### config.mk
export PLATFORM = sky130hd
export DESIGN_NAME = kw_ram_1rws_req_ctrl
export DESIGN_NICKNAME = d
export VERILOG_FILES = /design/src/rtl/kw_ram_1rws_req_ctrl.sv
export SDC_FILE = /design/constraint.sdc
export NUM_CORES = 1
export LEC_CHECK = 0
export ABC_AREA = 1
export CAP_MARGIN = 20
export CORE_AREA = 3 3 403 405
export DETAILED_ROUTE_END_ITERATION = 6
export DIE_AREA = 0 0 406 408
export SLEW_MARGIN = 20
export SYNTH_ARGS = -nofsm -noshare
export SYNTH_HDL_FRONTEND = slang
export SYNTH_SLANG_ARGS = --single-unit
### constraint.sdc
create_clock -name clock -period 19.9 [get_ports clock]
set_clock_uncertainty 0.1 [all_clocks]
set_input_delay 3.98 -clock clock [delete_from_list [all_inputs] [get_ports clock]]
set_output_delay 3.98 -clock clock [all_outputs]
set_load 0.02 [all_outputs]
### src/rtl/kw_ram_1rws_req_ctrl.sv
// Request-side controller for a single-port 1RW SRAM: valid/ready requests in, in-order read
// responses out through a small credit-protected FIFO. Optional macro: KW_RAM_CTRL_WRITE_ACK_EN.
module kw_ram_1rws_req_ctrl #(
  parameter int unsigned DATA_WIDTH = 256,
  parameter int unsigned DEPTH      = 32,
  parameter int unsigned ADDR_WIDTH = $clog2(DEPTH),
  parameter int unsigned RSP_DEPTH  = 3
) (
  input  logic                  clock,
  input  logic                  reset_n,
  input  logic                  req_valid,
  output logic                  req_ready,
  input  logic                  req_we,
  input  logic [ADDR_WIDTH-1:0] req_addr,
  input  logic [DATA_WIDTH-1:0] req_wdata,
  output logic                  rsp_valid,
  input  logic                  rsp_ready,
  output logic [DATA_WIDTH-1:0] rsp_rdata,
  output logic                  ram_cs_n,
  output logic                  ram_we_n,
  output logic [ADDR_WIDTH-1:0] ram_addr,
  output logic [DATA_WIDTH-1:0] ram_wdata,
  input  logic [DATA_WIDTH-1:0] ram_rdata
);

  localparam int unsigned PtrW = $clog2(RSP_DEPTH);
  localparam int unsigned CntW = $clog2(RSP_DEPTH + 1);
  localparam logic [CntW:0]   RspDepthW = (CntW + 1)'(RSP_DEPTH);
  localparam logic [PtrW-1:0] PtrLast   = PtrW'(RSP_DEPTH - 1);

`ifdef KW_RAM_CTRL_WRITE_ACK_EN
  localparam bit WriteAck = 1'b1;
`else
  localparam bit WriteAck = 1'b0;
`endif

  logic [PtrW-1:0]       wr_ptr_q, wr_ptr_d, rd_ptr_q, rd_ptr_d;
  logic [CntW-1:0]       count_q, count_d;
  logic                  s1_valid_q, s1_valid_d;
  logic                  s1_wr_q, s1_wr_d;
  logic [DATA_WIDTH-1:0] mem_q [RSP_DEPTH];

  logic            fire, push, pop, credit_ok;
  logic [CntW:0]   used;
  logic [DATA_WIDTH-1:0] push_data;

  // Credits cover both queued entries and the read still in the SRAM pipeline.
  assign used      = {1'b0, count_q} + {{CntW{1'b0}}, s1_valid_q};
  assign credit_ok = used < RspDepthW;
  assign req_ready = reset_n & (credit_ok | (req_we & ~WriteAck));

  assign fire      = req_valid & req_ready;
  assign ram_cs_n  = ~fire;
  assign ram_we_n  = ~(fire & req_we);
  assign ram_addr  = req_addr;
  assign ram_wdata = req_wdata;

  assign push      = s1_valid_q;
  assign push_data = s1_wr_q ? '0 : ram_rdata;
  assign rsp_valid = reset_n & (count_q != '0);
  assign pop       = rsp_valid & rsp_ready;
  assign rsp_rdata = mem_q[rd_ptr_q];

  always_comb begin
    s1_valid_d = fire & (~req_we | WriteAck);
    s1_wr_d    = req_we;
    wr_ptr_d   = wr_ptr_q;
    rd_ptr_d   = rd_ptr_q;
    count_d    = count_q;
    if (push) begin
      wr_ptr_d = (wr_ptr_q == PtrLast) ? '0 : wr_ptr_q + PtrW'(1);
    end
    if (pop) begin
      rd_ptr_d = (rd_ptr_q == PtrLast) ? '0 : rd_ptr_q + PtrW'(1);
    end
    unique case ({push, pop})
      2'b10:   count_d = count_q + CntW'(1);
      2'b01:   count_d = count_q - CntW'(1);
      default: count_d = count_q;
    endcase
  end

  always_ff @(posedge clock) begin
    if (!reset_n) begin
      wr_ptr_q   <= '0;
      rd_ptr_q   <= '0;
      count_q    <= '0;
      s1_valid_q <= 1'b0;
      s1_wr_q    <= 1'b0;
    end else begin
      wr_ptr_q   <= wr_ptr_d;
      rd_ptr_q   <= rd_ptr_d;
      count_q    <= count_d;
      s1_valid_q <= s1_valid_d;
      s1_wr_q    <= s1_wr_d;
    end
  end

  // Payload storage needs no reset; count gates visibility.
  always_ff @(posedge clock) begin
    if (push) begin
      mem_q[wr_ptr_q] <= push_data;
    end
  end

  no_overflow_a: assert property (@(posedge clock) disable iff (!reset_n)
    !(push && !pop && (count_q == CntW'(RSP_DEPTH))));

endmodule
# After elaboration in Yosys (flattened, before gate mapping)

Memory sizes are Yosys's and may differ from the RTL's. A register that Yosys moved wholly into a read port is not among the register bits.
Cells that the tools add are included.

Add/subtract/negate cells: 5
Magnitude comparators: 1
Eq/ne operators: 4
Multiplexer cells: 8
Bitwise operators: 10
Reductions and logical operators: 2

Operators with widths:

| kind                                                        | number |
|---|---|
| two-way mux 256 bit                                         | 1 |
| two-way mux 2 bit                                           | 4 |
| adder 2 x 1 -> 2 bit (second input constant)                | 3 |
| bitwise AND 1 bit                                           | 6 |
| equality test 2 bit (second input constant)                 | 3 |
| one-hot mux 2 bit (2 select lines)                          | 1 |
| nonzero test 2 bit                                          | 2 |
| adder 2 x 1 -> 3 bit                                        | 1 |
| less-than comparator 3 x 2 -> 1 bit (second input constant) | 1 |
| NOT 1 bit                                                   | 3 |
| equality test 2 x 1 -> 1 bit (second input constant)        | 1 |
| two-way mux 1 bit                                           | 2 |
| subtractor 2 x 1 -> 2 bit (second input constant)           | 1 |
| bitwise OR 1 bit                                            | 1 |

Register bits: 8
Memory bits (writable): 768
Input port bits: 522
Output and inout bits: 521
Word-level logic and storage cells: 36
Memories: 1

Memories:

| name  | words | bits a word | rd ports | clocked after memory_dff | write ports | line | text |
|---|---|---|---|---|---|---|---|
| mem_q | 3     | 256         | 1        | 1                        | 1           | 41   | `logic [DATA_WIDTH-1:0] mem_q [RSP_DEPTH];` |

# Logic depth before layout (Yosys ltp)

Gate-level depths: netlist of run 1.

Word-level depth: 7
Gate-level depth with buffers: 9
Depth with buffers taken out: 9

# Worst setup path before layout of run 1

OpenSTA, ideal clock, no wires.

Path type: register to register
Start point: reg s1_valid_q, in the netlist push
End point: mem mem_q[2][0] (enable)
Setup time: 1.187 ns
Data arrival time: 17.644 ns
Required time: 18.613 ns
Path slack: 0.970 ns
Stages on the path, launching flop included: 3
Path buffers: 0
Period minus slack after synthesis: 18.930 ns
Cell sequence: dfxtp_1 inv_1 nor3_1

Cells in the longest elaborated chain, start to end: 2

RTL lines:

| element                                 | line | text |
|---|---|---|
| from (decl)                             | 39   | `logic s1_valid_q, s1_valid_d;` |
| from (signal assigned)                  | 94   | `s1_valid_q <= s1_valid_d;` |
| two-way mux 1 bit                       | 101  | `if (push) begin` |
| two-way mux 1 bit (not written as such) | 102  | `mem_q[wr_ptr_q] <= push_data;` |
| to (decl)                               | 41   |  |

Every way passes these cells.

# Worst setup path in the final report of run 1

Start point: in reset_n
End point: out req_ready

Cells in the longest elaborated chain, start to end: 1

RTL lines:

| element           | line | text |
|---|---|---|
| from (decl)       | 10   | `input logic reset_n,` |
| bitwise AND 1 bit | 50   | `assign req_ready = reset_n & (credit_ok \| (req_we & ~WriteAck));` |
| to (decl)         | 12   | `output logic req_ready,` |

Every way passes these cells.

==> run metrics, run 1 <==
crit path kind=in -> out; Boundary Pins=1,043; htree depth=3; Slew @ Worst Pin=1.326 ns; Core ar.=158,700 um^2; Worst-Skew Late Latency=0.70 ns; final WL=142.4 mm; Critical Path AT=5.60 ns; pwr dens=91.38 nW/um^2; largest family of logic cells by synthesized area=buffers and inverters; Overflow after GRT=0; Reg area=23,270 um^2; register area share after synthesis=0.7085; HPWL Detailed=105.9 mm; Initial Util=0.2068; Syn Nets=3,299; status=finished clean; Synth Area in XOR/XNOR=0.0002667; global-route wire length before repair=186.4 mm; FILL cells=16,500; gr usage total=0.1644; Final Max Tran Viols=0; Cell Area, Synth=32,830 um^2; commonest non-fill, non-tap cell in the layout=edfxtp_1; final setup fails=0; CP Capture Type=output pin; critical path required time=15.82 ns; Setup Fix Bufs, Post-CTS=0; Yosys reg bits=778; worst-path fanout max=8; Max Clk Rate=103.3 MHz; R2R Setup Slk=16.42 ns; Synth Area in Compound Gates=0.07896; Iter 0 DRT Violations=1,434; most used cell, CP=clkdlybuf4s50_1; Die X=406 um; routability congestion estimate=0.8494; Peak VDD IR=71.68 uV; max_cap viols=0; row cnt=146; post-route minimum period=9.679 ns; Clk pin slew, worst setup/hold paths=0.06 ns; initial antenna violation count=15; Area Overhead vs Synth=23.87%; final setup margin=10.22 ns; Post-Synth Simple-Gate Area=0.09134; CP bufs+invs=3; chip height=408 um; Max stage delay cell, worst path=clkdlybuf4s50_1; Synth cell types=20; Adder-Cell Fraction of Synth Area=0.001143; Vias per Instance=4.134; die area=165,600 um^2; ratio of cells with drive above 1 in the final layout=0.04609; PostCTS Resize Cnt=0; clk sinks=778; Final ANT Viol Nets=0; max_slew headroom=0.1159; total power=3.717 mW; post-layout util=0.2562; mux share of post-synthesis cell area=0; crit-path cells=clkdlybuf4s50_1 -> inv_1 -> a21oi_1 -> clkdlybuf4s50_1; Pre-antenna DRT Iters=7; drt wl/cell=27.74 um; footprint of the multi-input gates=5643 um^2; Setup TNS=0 ns; Total Nets Final=3,523; Worst path max stage delay=0.63 ns; largest net degree at the start of global routing=147; crit share post-route=0.4864; pre-CTS setup slack=10.24 ns; clock root cell=clkbuf_16; Worst path top cell family by delay=buffers and inverters; Tightest Hold Check Type=reg -> reg; CTS tree=done; most frequent cells in the layout=edfxtp_1, clkdlybuf4s50_1, nor2_1, a21oi_1, inv_1; vias in the first global route=20,810; RSZ-0062 raised after global routing=false; Hold Violations, Final=0; DRC violations left=0; Max Buffers Root-to-Sink=3; synthesized instance count=2,774; startpoint types=input pin; Leakage=14.79 nW; # hold bufs at CTS=0; port bufs=520; Post-Syn Area per Cell=11.84 um^2; CTS buffer count=82; Vias=21,230; Synth warnings=0
## final cells by class
cell class | instances | share of cell area
flip-flops and latches | 778 | 0.5722
diodes | 4 | 0.0002461
clock buffers | 105 | 0.05257
well taps | 2072 | 0.06374
repair buffers | 544 | 0.1333
inverters | 275 | 0.02612
multi-input cells | 1317 | 0.1387
clock inverters | 40 | 0.01304
## worst reg2reg max path, cell delays in order, from the launching register on
cell and delay, ns:
dfxtp_1 0.32, inv_1 0.10, nand3_1 0.22, inv_8 0.64, buf_4 0.81, buf_4 0.87
## through the flow
step                      cells  hold WS, ns  instance area, um^2
after detailed placement   4986       0.3625                37990
after floorplan            2774       0.3440                32830
final                      5135       0.3907                40670
after global placement     4986       0.3636                37990
after CTS                  5131       0.3839                40660
after global routing       5131       0.4436                40660
## registers in the layout (all words and copies together) (netlist names), named ones only
name and flops:
s1_wr_q 1, mem_q 768, count_q 2, rd_ptr_q 2
wr_ptr_q 2, push 1
## kinds of logic after synthesis
family	count (synthesis)
compound gates	518
xor+xnor	1
fa+ha+maj	3
buf+inv	679
flops	778
simple gates	795
## power by group
part	leakage (nW)	total [mW]	internal, mW	switching, mW
Sequential	7.09	1.84	1.83	0.00976
Clock	1.28	1.52	0.862	0.662
Combinational	6.41	0.349	0.140	0.209
## path summary, 6_finish.rpt
kind | start | to | cells after the start
hold / removal | wr_ptr_q[1] | wr_ptr_q[1] | 2
setup / recovery | reset_n | req_ready | 4
setup reg to reg | wr_ptr_q[1] | mem_q[0][56] | 5
hold reg to reg | wr_ptr_q[1] | wr_ptr_q[1] | 2
## per-layer routing
metal  global-route usage  vias to the layer above  share of wire
met1               0.1409                    10350           0.28
met3               0.1270                      206           0.18
met5             0.007310                        -         0.0018
met4              0.06773                       16          0.043
met2               0.2812                     1162           0.49
li1                     -                     9500              -
## synth_stat cells
library cell	number	area (um^2)
clkbuf_1	4	15.01
clkinv_2	1	5.000
o21ai_0	1	5.000
xor2_1	1	8.760
buf_8	1	15.01
inv_1	273	1025
nor3_1	1	5.000
ha_1	3	37.54
buf_4	297	2230
clkinv_4	1	8.760
dfxtp_1	10	200.2
buf_6	20	225.2
or2_2	1	6.260
nor2_1	517	1941
nand2_1	268	1006
a21oi_1	517	2587
nand4_1	1	6.260
edfxtp_1	768	23060
nand3_1	7	35.03
buf_2	82	410.4
Note: power is estimated with default switching activity, not from simulation.
==> run 2, diff against run 1 <==
==> constraint.sdc (replaced) <==
create_clock -name clock -period 8.3 [get_ports clock]
set_clock_uncertainty 0.1 [all_clocks]
set_input_delay 1.66 -clock clock [delete_from_list [all_inputs] [get_ports clock]]
set_output_delay 1.66 -clock clock [all_outputs]
set_load 0.02 [all_outputs]
==> run metrics, run 2 (same netlist as run 1, synthesis figures left out) <==
status=finished clean; top register by number of flip-flops=mem_q; Die X=406 um (unchanged); Area after DPL=38,060 um^2 (+0.17%); critical path required time=6.54 ns (-9.28 ns); Vias=21,310 (+0.39%); final setup fails=0 (unchanged); Peak VDD IR=228.1 uV (+220%); htree depth=3 (unchanged); Total Nets Final=3,525 (+0.057%); max_cap viols=0 (unchanged); worst-path fanout max=67 (+59); routability congestion estimate=0.9346 (+10%); Worst-Skew Late Latency=0.69 ns (about the same); Core ar.=158,700 um^2 (unchanged); max_slew headroom=0.2904 (+0.1745); total power=8.935 mW (+140%); Leakage=14.82 nW (+0.16%); largest net degree at the start of global routing=117 (-20%); vias in the first global route=20,880 (+0.34%); CTS buffer count=83 (+1.2%); clock root cell=clkbuf_16; hold path cells=2 (unchanged); r2r worst-path depth=4 (-1); port bufs=520 (unchanged); HPWL Detailed=114.3 mm (+8.0%); Critical Path AT=3.92 ns (-1.68 ns); Max Buffers Root-to-Sink=3 (unchanged); drt wl/cell=29.08 um (+4.8%); Hold Violations, Final=0 (unchanged); Vias per Instance=4.139 (+0.11%); max reg flops=768 (unchanged); die area=165,600 um^2 (unchanged); clk sinks=778 (unchanged); gr usage total=0.1721 (+0.007695); Final ANT Viol Nets=0 (unchanged); # hold bufs at CTS=0 (unchanged); ratio of cells with drive above 1 in the final layout=0.04954 (+0.003450); DRC violations left=0 (unchanged); startpoint types=flip-flop; Initial Util=0.2068 (unchanged); PostCTS Resize Cnt=0 (unchanged); CP Capture Type=output pin; Slew @ Worst Pin=1.064 ns (-0.2618 ns); final instance area=40,780 um^2 (+0.27%); post-route minimum period=5.679 ns; crit share post-route=0.6842; global-route wire length before repair=191.8 mm (+2.9%); Max Clk Rate=176.1 MHz; CTS tree=done; pwr dens=219.1 nW/um^2 (+140%); initial antenna violation count=24 (+9); Final Max Tran Viols=0 (unchanged); commonest non-fill, non-tap cell in the layout=edfxtp_1; final hold slack=0.3873 ns (-0.003409 ns); Overflow after GRT=0 (unchanged); Clk pin slew, worst setup/hold paths=0.06 ns (about the same); chip height=408 um (unchanged); Tightest Hold Check Type=reg -> reg; Setup Fix Bufs, Post-CTS=0 (unchanged); Area Overhead vs Synth=24.21%; final std cells w/o fill=5,149 (+0.27%); row cnt=146 (unchanged); Boundary Pins=1,043 (unchanged); Iter 0 DRT Violations=1,789 (+25%); RSZ-0062 raised after global routing=false; Setup TNS=0 ns (unchanged); crit path kind=reg -> out; final WL=149.7 mm (+5.1%); placed insts=4,987 (+0.020%); most frequent cells in the layout=edfxtp_1, clkdlybuf4s50_1, nor2_1, a21oi_1, inv_1; Pre-antenna DRT Iters=5 (-2)
-- run 2: cell count changes in the layout (fill, tap and decap cells not counted), moves of 2 or more --
cell	before	now
buf_12	3	7
buf_4	21	18
clkinv_16	6	4
clkinv_2	10	14
clkinv_4	1	3
clkinvlp_4	0	4
diode_2	4	9
-- run 2: worst paths after layout --
path                from              to  slack (ns)
max            flip-flop  rsp_rdata[236]        2.62
min          wr_ptr_q[1]     wr_ptr_q[1]        0.39
max reg2reg         push   mem_q[2][199]        4.89
min reg2reg  wr_ptr_q[1]     wr_ptr_q[1]        0.39
-- run 2: area by class of cell --
cell class | instances | area (um^2)
inverters | 275 | 1062
repair buffers | 545 | 5480
well taps | 2072 | 2592
diodes | 9 | 22.52
clock buffers | 105 | 2160
clock inverters | 48 | 543.0
flip-flops and latches | 778 | 23270
multi-input cells | 1317 | 5649
fillers | 16380 | 118000
-- run 2: worst max-delay path, cell delays in order (launching register included) --
cell and delay [ns]:
dfxtp_4 0.59, buf_4 0.77, buf_4 0.72, a21oi_1 0.15, a21oi_1 0.19, clkdlybuf4s50_1 0.66
-- run 2: metal layers --
| layer | vias up | track usage | share of wire |
|---|---|---|---|
| met3 | 241 | 0.1357 | 0.18 |
| li1 | 9543 | - | - |
| met5 | - | 0.005556 | 0.0017 |
| met1 | 10230 | 0.1421 | 0.28 |
| met4 | 22 | 0.08620 | 0.054 |
| met2 | 1273 | 0.2918 | 0.49 |
-- run 2: report_power, final --
| group | switching, mW | total (mW) | internal [mW] |
|---|---|---|---|
| Clock | 1.60 | 3.67 | 2.07 |
| Combinational | 0.512 | 0.849 | 0.337 |
| Sequential | 0.0218 | 4.42 | 4.40 |
-- run 2: per-stage QoR --
| stage | utilization | worst slack [ns] |
|---|---|---|
| after CTS | 0.2568 | 2.578 |
| after global placement | 0.2397 | 3.282 |
| after global routing | 0.2568 | 2.478 |
| after floorplan | - | 1.249 |
| after detailed placement | 0.2397 | 3.214 |
| final | 0.2569 | 2.621 |
==> edit 1, RTL diff (settings of run 2) <==
Set the parameter `DATA_WIDTH` to 384 (it was 256).
--- a/src/rtl/kw_ram_1rws_req_ctrl.sv
+++ b/src/rtl/kw_ram_1rws_req_ctrl.sv
@@ -1,7 +1,7 @@
 // Request-side controller for a single-port 1RW SRAM: valid/ready requests in, in-order read
 // responses out through a small credit-protected FIFO. Optional macro: KW_RAM_CTRL_WRITE_ACK_EN.
 module kw_ram_1rws_req_ctrl #(
-  parameter int unsigned DATA_WIDTH = 256,
+  parameter int unsigned DATA_WIDTH = 384,
   parameter int unsigned DEPTH      = 32,
   parameter int unsigned ADDR_WIDTH = $clog2(DEPTH),
   parameter int unsigned RSP_DEPTH  = 3
Ports: changed (resized ram_rdata, ram_wdata, req_wdata and rsp_rdata); port bits go from 1043 to 1555. No check against the original RTL was run, so the function may have changed too.
==> edit 1 against run 2 <==
The run now fails in I/O pin placement; synthesized cell count is 49% higher; synthesized area rose by 49%.
==> edit 1: results <==
export IMPL_run_status="did not finish"
export IMPL_haltStage="I/O pin placement"
export IMPL_tool_error="[ERROR PPL-0024] Number of IO pins (1555) exceeds maximum number of available positions (1470). Increase the die perimeter from 1628.00um to 2114.80um."
export IMPL_syn_area_sq_um=48900
export IMPL_synth_common_cells="edfxtp_1 (1152), nor2_1 (773), a21oi_1 (753)"
export IMPL_yosysUniqueCellTypes=20
export IMPL_yosys_warnings=0
export IMPL_synth_edf_count=1152
export IMPL_synth_area_top_cells="edfxtp_1 (71%), a21oi_1 (7.7%), buf_4 (6.5%)"
export IMPL_synth_seq_cells=1162
export IMPL_synth_avg_cell_area_sq_um=11.9
export IMPL_syn_nets=4906
export IMPL_synth_seq_area_share_pct=71.1
export IMPL_synthArstFlopShare_pct=0
edit 1: cells by family after synthesis:
| family | Yosys count | synth area share (%) |
|---|---|---|
| AND/OR/NAND/NOR | 1179 | 9.07 |
| flip-flops | 1162 | 71.1 |
| buffers and inverters | 1006 | 11.7 |
| AO/OA/AOI/OAI | 774 | 8.07 |
| adder cells (fa/ha/maj) | 3 | 0.0767 |
| XOR/XNOR | 1 | 0.0179 |
==> edit 2, RTL diff (settings of run 2) <==
Without the edit above. Make the reset (`reset_n`) asynchronous in one clocked block.
--- a/src/rtl/kw_ram_1rws_req_ctrl.sv
+++ b/src/rtl/kw_ram_1rws_req_ctrl.sv
@@ -80,7 +80,7 @@
     endcase
   end
 
-  always_ff @(posedge clock) begin
+  always_ff @(posedge clock or negedge reset_n) begin
     if (!reset_n) begin
       wr_ptr_q   <= '0;
       rd_ptr_q   <= '0;
Function: differs if reset_n is asserted again (counterexample within 4 cycles, from zero or initial values and one cycle with reset_n low); with reset_n held inactive, the same outputs for 4 cycles.
==> edit 2 against run 2 <==
Sequential cell count is 2 lower; fmax is 6.5% higher; design area is 0.97% lower; count of clock-buffer cells in the layout is 5 lower; worst setup slack better by 340 ps; die area stayed put; wire length is 9.9% lower; synthesized area is 2.4% lower; first-iteration DRC count is 26% lower; global-route usage is 1.6 points lower; critical endpoint is now rsp_rdata[141].
Power is not compared: it rests on default switching activity, and its combinational part moved more than twofold at a synthesized area within 25%.
==> edit 2: results <==
export IMPL_rr_worst_depth=4
export IMPL_syn_nets=3259
export IMPL_hold_slack_ps=438
export IMPL_yosysUniqueCellTypes=17
export IMPL_insertion_delay_ps=660
export IMPL_synth_edf_count=768
export IMPL_run_status="finished, final reports clean"
export IMPL_place_gp_congestion=0.882
export IMPL_drive_above_1_share_pct=4.50
export IMPL_synthArstFlopShare_pct=1.03
export IMPL_antenna_found_initial=14
export IMPL_reg2reg_slack_ps=5710
export IMPL_clk_pin_slew_ps=60
export IMPL_num_vias=20128
export IMPL_hold_end="count_q[1]$_DFFE_PN0P_"
export IMPL_worstMarginPinSlew_ps=1060
export IMPL_synth_common_cells="nand2_1 (780), edfxtp_1 (768), inv_1 (271)"
export IMPL_wl_per_cell_um=26.3
export IMPL_whs_path_depth=2
export IMPL_synth_seq_area_share_pct=72.6
export IMPL_drtIter0Drc=1315
export IMPL_pre_cts_ws_ps=3060
export IMPL_cts_inserted_buffers=82
export IMPL_ys_flop_type="edfxtp_1"
export IMPL_io_buffers=520
export IMPL_hold_class="flip-flop to flip-flop"
export IMPL_dp_cells=4967
export IMPL_via_per_inst=3.93
export IMPL_arrival_ps=3570
export IMPL_synth_top_area_share_pct=72.0
export IMPL_grt_first_pass_wirelength_um=175000
export IMPL_min_delay_start="count_q[1]$_DFFE_PN0P_"
export IMPL_hpwl_um=102000
export IMPL_drt_first_pass_iters=6
export IMPL_first_global_vias=19285
export IMPL_syn_inst=2734
export IMPL_crit_reg2reg_launch="wr_ptr_q[1]$_DFFE_PN0P_"
export IMPL_track_usage_pct=15.6
export IMPL_rr_endpoint="mem_q[1][117]$_DFFE_PP_"
export IMPL_grt_max_degree=140
export IMPL_worst_path_max_fanout=132
export IMPL_finalNetCount=3504
export IMPL_synth_area_top_cells="edfxtp_1 (72%), nand2_1 (9.1%), buf_4 (6.1%)"
## edit 2: worst max-delay path by stage
stage / startpoint / to / slack, ps / cells past startpoint
after floorplan: push$_DFF_PN0_ / mem_q[2][0]$_DFFE_PP_ / 1220 / 2
after global placement: reset_n / req_ready / 3020 / 4
after detailed placement: reset_n / ram_cs_n / 3060 / 5
after CTS: rd_ptr_q[1]$_DFFE_PN0P_ / rsp_rdata[141] / 2810 / 6
after global routing: rd_ptr_q[1]$_DFFE_PN0P_ / rsp_rdata[141] / 2770 / 6
final: rd_ptr_q[1]$_DFFE_PN0P_ / rsp_rdata[141] / 2970 / 6
## edit 2: per-layer routing
metal  part of all wire (%)  track usage, %  wire length (um)  vias to the layer above
met1                     27            12.8             36700                     9678
met3                     16            11.0             22100                      172
met5                  0.028               0                38                        -
met2                     52            28.1             70100                     1059
met4                    4.4            6.63              5890                        6
li1                       -               -                 -                     9213
## edit 2: logic make-up after synthesis
| group | synth area share (%) |
|---|---|
| xor gates and xnor gates | 0.0273 |
| buffers and inverters | 10.8 |
| adders and majority gates | 0.117 |
| AOI/OAI and AO/OA | 0.0781 |
| and+or+nand+nor | 16.3 |
| DFF | 72.6 |
## edit 2: worst max-delay path, cell delays in order, from the launching register on
cell             delay, ps
dfrtp_4                630
buf_12                 300
nor2_4                 250
buf_12                 380
nand2_1                100
nand3_1                200
clkdlybuf4s50_1        710
## edit 2: cell type report
type,instances,area [sq um]
Tap cell,2072,2590
Inverter,271,1030
Sequential cell,776,23300
Antenna cell,6,15.0
Clock buffer,100,2120
Multi-Input combinational cell,1313,5330
Fill cell,16374,118000
Timing Repair Buffer,535,5440
Clock inverter,50,584
## edit 2: power breakdown
part | leakage [uW] | total [uW] | switching (uW) | internal [uW]
registers | 0.00715 | 4650 | 76.5 | 4570
clock network | 0.00129 | 3640 | 1570 | 2070
logic | 0.00637 | 4710 | 2990 | 1730
total | 0.0148 | 13000 | 4630 | 8370
## edit 2: per-stage QoR
stage	power (uW)	area, sq um
5_1_grt	13600	40400
2_1_floorplan	7240	32100
3_3_place_gp	9500	37700
3_5_place_dp	9500	37700
4_1_cts	13200	40400
6_report	13000	40400
